--- src/rtl/mac_dot_controller.sv ---
// mac_dot_controller: sequences dot-product commands from a vector memory port into a chunked MAC.
// Define MAC_CTRL_TIMEOUT_EN to add the DRAIN/WAIT_RES watchdog that drives errOut.
module mac_dot_controller #(
   parameter int FRAC_WIDTH     = 24,
   parameter int EXP_WIDTH      = 8,
   parameter int VECTOR_SIZE    = 8,
   parameter int LEN_WIDTH      = 16,
   parameter int ADDR_WIDTH     = 16,
   parameter int TIMEOUT_CYCLES = 256
) (
   input  logic                                          clkIn,
   input  logic                                          rstIn,
   input  logic                                          cmdValidIn,
   output logic                                          cmdReadyOut,
   input  logic [LEN_WIDTH-1:0]                          cmdLenIn,
   input  logic [ADDR_WIDTH-1:0]                         cmdAddrAIn,
   input  logic [ADDR_WIDTH-1:0]                         cmdAddrBIn,
   output logic                                          memReqOut,
   input  logic                                          memReadyIn,
   output logic [ADDR_WIDTH-1:0]                         memAddrAOut,
   output logic [ADDR_WIDTH-1:0]                         memAddrBOut,
   input  logic                                          memValidIn,
   input  logic [(FRAC_WIDTH+EXP_WIDTH)*VECTOR_SIZE-1:0] memDataAIn,
   input  logic [(FRAC_WIDTH+EXP_WIDTH)*VECTOR_SIZE-1:0] memDataBIn,
   output logic [(FRAC_WIDTH+EXP_WIDTH)*VECTOR_SIZE-1:0] macDataAOut,
   output logic [(FRAC_WIDTH+EXP_WIDTH)*VECTOR_SIZE-1:0] macDataBOut,
   output logic [VECTOR_SIZE-1:0]                        macValidOut,
   output logic                                          macLastOut,
   input  logic [FRAC_WIDTH+EXP_WIDTH-1:0]               macResultIn,
   input  logic                                          macResultValidIn,
   output logic [FRAC_WIDTH+EXP_WIDTH-1:0]               resultOut,
   output logic                                          resultValidOut,
   input  logic                                          resultReadyIn,
   output logic                                          busyOut,
   output logic                                          errOut
);
   localparam int DW = FRAC_WIDTH + EXP_WIDTH;
   localparam int RW = $clog2(VECTOR_SIZE);
   typedef enum logic [2:0] {IDLE, ISSUE, DRAIN, WAIT_RES, DONE} state_t;
   state_t state_q;
   logic [LEN_WIDTH-1:0] chunks_q, issue_cnt_q, ret_cnt_q, chunks_d, issue_cnt_d, ret_cnt_d;
   logic [RW-1:0] rem_q;
   logic [ADDR_WIDTH-1:0] addr_a_q, addr_b_q;
   logic [DW*VECTOR_SIZE-1:0] mac_a_q, mac_b_q;
   logic [VECTOR_SIZE-1:0] mac_valid_q, last_mask;
   logic [DW-1:0] result_q;
   logic mac_last_q, issue_fire, ret_fire, last_issue, last_ret, timeout;
   assign chunks_d    = (cmdLenIn >> RW) + LEN_WIDTH'(|cmdLenIn[RW-1:0]);
   assign issue_cnt_d = issue_cnt_q + LEN_WIDTH'(1);
   assign ret_cnt_d   = ret_cnt_q + LEN_WIDTH'(1);
   assign issue_fire  = state_q == ISSUE && memReadyIn;
   // returns beyond the chunk count are dropped so a misbehaving memory cannot overrun the MAC
   assign ret_fire    = (state_q == ISSUE || state_q == DRAIN) && memValidIn && ret_cnt_q != chunks_q;
   assign last_issue  = issue_fire && issue_cnt_d == chunks_q;
   assign last_ret    = ret_fire && ret_cnt_d == chunks_q;
   always_comb begin
      last_mask = '0;
      for (int i = 0; i < VECTOR_SIZE; i++) last_mask[i] = rem_q == '0 || RW'(i) < rem_q;
   end
`ifdef MAC_CTRL_TIMEOUT_EN
   localparam int TW = $clog2(TIMEOUT_CYCLES + 1);
   logic [TW-1:0] tmo_q;
   logic err_q, tmo_run;
   assign tmo_run = (state_q == DRAIN || state_q == WAIT_RES) && !memValidIn && !macResultValidIn;
   assign timeout = tmo_run && tmo_q == TW'(TIMEOUT_CYCLES - 1);
   assign errOut  = err_q;
   always_ff @(posedge clkIn or negedge rstIn)
      if (!rstIn) begin
         tmo_q <= '0;
         err_q <= 1'b0;
      end else begin
         tmo_q <= (tmo_run && !timeout) ? tmo_q + TW'(1) : '0;
         err_q <= err_q | timeout;
      end
`else
   assign timeout = 1'b0;
   assign errOut  = 1'b0;
`endif
   always_ff @(posedge clkIn or negedge rstIn)
      if (!rstIn) begin
         state_q     <= IDLE;
         chunks_q    <= '0;
         issue_cnt_q <= '0;
         ret_cnt_q   <= '0;
         rem_q       <= '0;
         addr_a_q    <= '0;
         addr_b_q    <= '0;
         mac_a_q     <= '0;
         mac_b_q     <= '0;
         mac_valid_q <= '0;
         mac_last_q  <= 1'b0;
         result_q    <= '0;
      end else begin
         mac_valid_q <= '0;
         mac_last_q  <= 1'b0;
         if (issue_fire) begin
            issue_cnt_q <= issue_cnt_d;
            addr_a_q    <= addr_a_q + ADDR_WIDTH'(1);
            addr_b_q    <= addr_b_q + ADDR_WIDTH'(1);
         end
         if (ret_fire) begin
            ret_cnt_q   <= ret_cnt_d;
            mac_a_q     <= memDataAIn;
            mac_b_q     <= memDataBIn;
            mac_valid_q <= last_ret ? last_mask : '1;
            mac_last_q  <= last_ret;
         end
         if (timeout) begin
            result_q <= '1;
            state_q  <= DONE;
         end else begin
            case (state_q)
               IDLE: if (cmdValidIn) begin
                  chunks_q    <= chunks_d;
                  rem_q       <= cmdLenIn[RW-1:0];
                  addr_a_q    <= cmdAddrAIn;
                  addr_b_q    <= cmdAddrBIn;
                  issue_cnt_q <= '0;
                  ret_cnt_q   <= '0;
                  if (cmdLenIn == '0) result_q <= '0;
                  state_q     <= cmdLenIn == '0 ? DONE : ISSUE;
               end
               ISSUE:    state_q <= last_ret ? WAIT_RES : last_issue ? DRAIN : ISSUE;
               DRAIN:    state_q <= last_ret ? WAIT_RES : DRAIN;
               WAIT_RES: if (macResultValidIn) begin
                  result_q <= macResultIn;
                  state_q  <= DONE;
               end
               DONE:     state_q <= resultReadyIn ? IDLE : DONE;
               default:  state_q <= IDLE;
            endcase
         end
      end
   assign cmdReadyOut    = state_q == IDLE;
   assign busyOut        = state_q != IDLE;
   assign memReqOut      = state_q == ISSUE;
   assign resultValidOut = state_q == DONE;
   assign memAddrAOut    = addr_a_q;
   assign memAddrBOut    = addr_b_q;
   assign macDataAOut    = mac_a_q;
   assign macDataBOut    = mac_b_q;
   assign macValidOut    = mac_valid_q;
   assign macLastOut     = mac_last_q;
   assign resultOut      = result_q;
endmodule
--- config.mk ---
export PLATFORM = sky130hd
export DESIGN_NAME = mac_dot_controller
export DESIGN_NICKNAME = d
export VERILOG_FILES = /design/src/rtl/mac_dot_controller.sv
export SDC_FILE = /design/constraint.sdc
export NUM_CORES = 1
export LEC_CHECK = 0
export BUFFER_PORTS_ARGS = -buffer_cell sky130_fd_sc_hd__buf_2
export CAP_MARGIN = 20
export CORE_AREA = 2 2 458 460
export CTS_BUF_LIST = sky130_fd_sc_hd__clkbuf_2
export DETAILED_ROUTE_END_ITERATION = 8
export DIE_AREA = 0 0 460 462
export PLACE_DENSITY = 0.32
export SLEW_MARGIN = 20
export SYNTH_ARGS = -nofsm -noshare
export SYNTH_HDL_FRONTEND = slang
export SYNTH_SLANG_ARGS = --single-unit
--- constraint.sdc ---
create_clock -name clkIn -period 6.6 [get_ports clkIn]
set_clock_uncertainty 0.1 [all_clocks]
set_input_delay 0.66 -clock clkIn [delete_from_list [all_inputs] [get_ports clkIn]]
set_output_delay 0.66 -clock clkIn [all_outputs]
set_load 0.005 [all_outputs]
==> summary.md, run 1 <==
| Metric | Value |
|---|---|
| Postcts setup bufs | `0` |
| Die Wd | `roughly 460 um` |
| Synth Warn # | `0` |
| Post-synthesis mux area share | `between 20% and 30%` |
| Ranking of synthesized cells by area | `dfrtp_1 (61%), mux2_2 (22%), buf_6 (2.5%)` |
| Synthesized instance count | `between 1.5k and 2k` |
| Maximum root-to-sink buffer count | `3` |
| IO Count | `around 1.2k` |
| Post-synthesis register bit count | `about 640` |
| Top cell type's share of synthesized area | `between 60% and 70%` |
| Asr flop ratio synth | `100.0%` |
| First error | `[ERROR RSZ-0060] Max buffer count reached.` |
| Compound-Gate Fraction of Synth Area | `3.077%` |
| Post-synth EDFFs | `0` |
| H-tree lvl count | `4` |
| Post-CTS sizing | `0` |
| # hold bufs at CTS | `about 1.2k` |
| Xor and xnor area share after synthesis | `3.876%` |
| Post-synthesis sequential area ratio | `just over 60%` |
| PortBufs | `1187` |
| Die Ht | `462 um` |
| Clock tree sinks | `between 600 and 700` |
| Initial core utilization | `approximately 12%` |
| Root Driver | `clkbuf_2` |
| GPL Wtd Cong | `0.7794` |
| Leading area contributor after synthesis | `dfrtp_1` |
| Largest family of logic cells by synthesized area | `multiplexers` |
| Syn nets | `between 2k and 2.5k` |
| Synth unique cells | `54` |
| Simple-gate share of the synthesized area | `5.311%` |
| Num rows | `168` |
| Outcome | `did not finish` |
| Total CTS buffers | `around 200` |
| Synthesized cell area | `about 26000 um2` |
| Synth Area per Inst | `14.48 um2` |
| Top FF cell, synth | `dfrtp_1` |
| Synth Area in Adders | `0.2889%` |
| Detailed Place HPWL | `roughly 99000 um` |
| Stop stage | `4_1_cts` |
==> cells in the mapped netlist, drive strengths merged, types with 21 or more instances <==
cell type / instances
a21oi: 21
a22o: 32
buf: 64
clkbuf: 37
dfrtp: 637
mux2: 517
nand2: 68
nand3: 39
nand4: 23
nor2: 75
o21ai: 45
xnor2: 56
xor2: 59
==> metrics by stage <==
| step | hold slack [ns] | area [um2] | util [%] | setup slack (ns) | cells |
|---|---|---|---|---|---|
| after floorplan | 0.2644 | 25980 | - | 4.028 | 1795 |
| after global placement | 0.3822 | 34790 | 16.72 | 2.432 | 5623 |
| after detailed placement | 0.3853 | 34790 | 16.72 | 2.467 | 5623 |
==> logic make-up after synthesis <==
kind of cell	count (synthesis)
XOR/XNOR	115
adder cells (fa/ha/maj)	6
other	1
multiplexers	525
AND/OR/NAND/NOR	275
flip-flops	637
AO/OA/AOI/OAI	121
buffers and inverters	115
==> run 2: changes to the inputs <==
- CORE_AREA: 2 2 458 460 -> 2 2 462 464
- CTS_BUF_LIST: sky130_fd_sc_hd__clkbuf_2 -> unset
- DIE_AREA: 0 0 460 462 -> 0 0 464 466
- PLACE_DENSITY: 0.32 -> unset
- PLACE_DENSITY_LB_ADDON: unset -> 0.15
==> summary.md, run 2 <==
| Metric | Value |
|---|---|
| Post-CTS sizing | `0` |
| CTS tree | `built` |
| Die area | `roughly 220000 um2` |
| Initial DRC count | `between 600 and 700` |
| Top routing layer in use | `met5` |
| Fin. Hold Viols | `0` |
| Max Clock Freq | `252.7 MHz` |
| Clock tree sinks | `roughly 640` |
| Crit-path max cell delay | `0.67 ns` |
| Filler instances | `23.25k` |
| Final Max Slew Viols | `0` |
| H-tree lvl count | `3` |
| Register area | `15940 um2` |
| GRT Resource Usage Total | `11.10%` |
| Dpl cell area | `around 35000 um2` |
| Wire length on met3 | `between 10000 and 15000 um` |
| Switch Pwr | `approximately 3.2 mW` |
| Total number of vias | `around 21k` |
| Max Cap Viol | `0` |
| Worst skew pair latency | `around 0.71 ns` |
| Setup TNS | `0 ns` |
| Initial antenna violation count | `between 50 and 60` |
| Metal2 WL | `63160 um` |
| Initial core utilization | `12.30%` |
| Setup CP Type | `reg2reg` |
| P&R area growth vs syn | `64.57%` |
| Tcrit/Tclk final | `around three fifths` |
| Die Ht | `around 470 um` |
| Internal Power | `a little over 8 mW` |
| HP Class | `in2reg` |
| Final non-filler cell area | `between 40000 and 50000 um2` |
| Worst R2R Start | `chunks_q[11]$_DFFE_PN0P_` |
| Top FF cell, synth | `dfrtp_1` |
| Synth Warn # | `0` |
| Total CTS buffers | `88` |
| Leading area contributor after synthesis | `dfrtp_1` |
| CP Cell Sequence | `nor2b_1 > or4_1 > or3_1 > o21ai_4 > buf_4 > buf_4 > mux2_2` |
| Crit-path max FO | `44` |
| Postcts setup bufs | `0` |
| Core area | `211200 um2` |
| Arrival time worst endpoint | `approximately 4.4 ns` |
| Maximum root-to-sink buffer count | `3` |
| RSZ-0062 raised after global routing | `false` |
| Root Driver | `clkbuf_16` |
| Crit start category | `flop` |
| Final setup vio count | `0` |
| Asr flop ratio synth | `100.0%` |
| Sw Ratio | `between 20% and 30%` |
| Detail Route Antenna Nets | `0` |
| Slew @ Worst Pin | `between 1 and 1.5 ns` |
| Num rows | `between 150 and 200` |
| Post-synthesis register bit count | `637` |
| Share of layout cells above drive strength 1 | `52.57%` |
| Avg WL per Cell | `around 19 um` |
| Ranking of synthesized cells by area | `dfrtp_1 (61%), mux2_2 (22%), buf_6 (2.5%)` |
| Power Dens Cells | `between 200 and 300 nW/um2` |
| Reg clk slew, reported paths | `~0.06 ns` |
| First-pass GRT wire length | `between 150000 and 200000 um` |
| Hold Crit Start | `memDataBIn[252]` |
| Pre-antenna DRT Iters | `4` |
| Via density per instance | `3.288` |
| Top cell type's share of synthesized area | `61.34%` |
| Critical Path End Type | `flop` |
| Maximum VDD drop | `0.0001672 V` |
| Top-count cell post-synth | `dfrtp_1` |
| Final Critical Period | `~4.0 ns` |
| Synth unique cells | `54` |
| Clock share of power | `~42%` |
| Critical path startpoint | `chunks_q[11]$_DFFE_PN0P_` |
| Synthesized instance count | `approximately 1.8k` |
| Slowest-stage cell, CP | `o21ai_4` |
| Synth Area per Inst | `14.48 um2` |
| IO Count | `between 1k and 1.5k` |
| PortBufs | `~1.2k` |
| Most frequent cells in the layout | `buf_2 (1186), dfrtp_1 (637), mux2_2 (517)` |
| GRT Residual Overflow | `0` |
| Logic pwr share | `around 17%` |
| Final WL | `123400 um` |
| Post-Route Utilization | `20.24%` |
| Commonest non-fill, non-tap cell in the layout | `buf_2` |
| Synthesized cell area | `roughly 26000 um2` |
| Met1 WL | `approximately 44000 um` |
| Post-synth EDFFs | `0` |
| Outcome | `completed` |
| Area of the multi-input gates | `just over 9000 um2` |
| Top cells by count, synth | `dfrtp_1 (637), mux2_2 (517), nor2_1 (74)` |
| P_leak | `between 15 and 20 nW` |
| DRC | `0` |
| Required time of the worst setup path | `between 7 and 8 ns` |
| Post-synthesis sequential area ratio | `roughly 61%` |
| Nets | `4093` |
| Flop pwr share | `40.8%` |
| Via count of the first global-routing pass | `23.15k` |
| Detailed Place HPWL | `a little under 100000 um` |
| Slew HR | `a little under a quarter` |
| Largest net degree at the start of global routing | `about 140` |
| Syn nets | `approximately 2.4k` |
| Die Wd | `between 400 and 500 um` |
| Most used cell, CP | `buf_4` |
| GPL Wtd Cong | `roughly 0.74` |
-- run 2: cell counts after synthesis --
Identical to the previous run, type by type.
-- run 2: power by group through the flow --
stage / Sequential [mW] / Clock, mW / Combinational [mW]
2_1_floorplan: 4.62 / 0 / 0.743
3_3_place_gp: 4.68 / 0 / 1.71
3_5_place_dp: 4.69 / 0 / 1.70
4_1_cts: 4.63 / 5.06 / 1.97
5_1_grt: 4.68 / 5.22 / 2.11
6_report: 4.62 / 4.80 / 1.90
-- run 2: cell families after synthesis --
logic type,share of synthesized area (%)
xor gates and xnor gates,3.876
muxes,22.71
DFF,61.34
other,0.01443
and+or+nand+nor,5.311
AOI/OAI and AO/OA,3.077
buffers and inverters,3.375
adders and majority gates,0.2889
-- run 2: what timing repair did --
item / CTS / global route
hold endpoints to repair: 558 / 0
hold buffers: 489 / 0
endpoints found under the setup margin: 0 / 0
-- run 2: final timing paths --
check | end | cells past startpoint | slack, ns
max in group asynchronous | macDataBOut[187]$_DFFE_PN0N_ | 4 | 4.42
min in group asynchronous | macDataBOut[13]$_DFFE_PN0N_ | 2 | 0.48
min | macDataBOut[252]$_DFFE_PN0N_ | 2 | 0.10
max | macDataAOut[240]$_DFFE_PN0N_ | 7 | 2.64
min reg2reg | macDataBOut[178]$_DFFE_PN0N_ | 1 | 0.40
max reg2reg | macDataAOut[240]$_DFFE_PN0N_ | 7 | 2.64
-- run 2: final cells by class --
type,instances,share of cell area [%]
antenna,19,0.1112
clock buffer,137,6.001
inverter,14,0.1229
multi-input combinational,1043,21.47
sequential,637,37.28
timing repair buffer,1704,26.03
tap,2821,8.254
clock inverter,24,0.7402
-- run 2: worst max-delay path: cells and delay by family (launching register included) --
kind	cells	cell delay, ns
buffers and inverters	2	1.11
DFF	1	0.44
and+or+nand+nor	3	1.04
AOI/OAI and AO/OA	1	0.67
muxes	1	0.38
-- run 2: per-stage QoR --
stage	power, mW	setup slack, ns	hold WS [ns]	std cells
6_report	11.31	2.643	0.1022	6399
5_1_grt	12.00	2.350	0.03500	6392
4_1_cts	11.66	2.468	0.0004541	6380
3_5_place_dp	6.397	2.511	0.3867	5730
3_3_place_gp	6.399	2.428	0.3811	5730
2_1_floorplan	5.366	4.028	0.2644	1795
-- run 2: layer usage --
layer / global-route usage, % / up-vias
met5: 0 / -
met3: 5.107 / 191
met1: 11.41 / 10250
li1: - / 9735
met2: 19.80 / 835
met4: 3.706 / 28
Note: power is estimated with default switching activity, not from simulation.
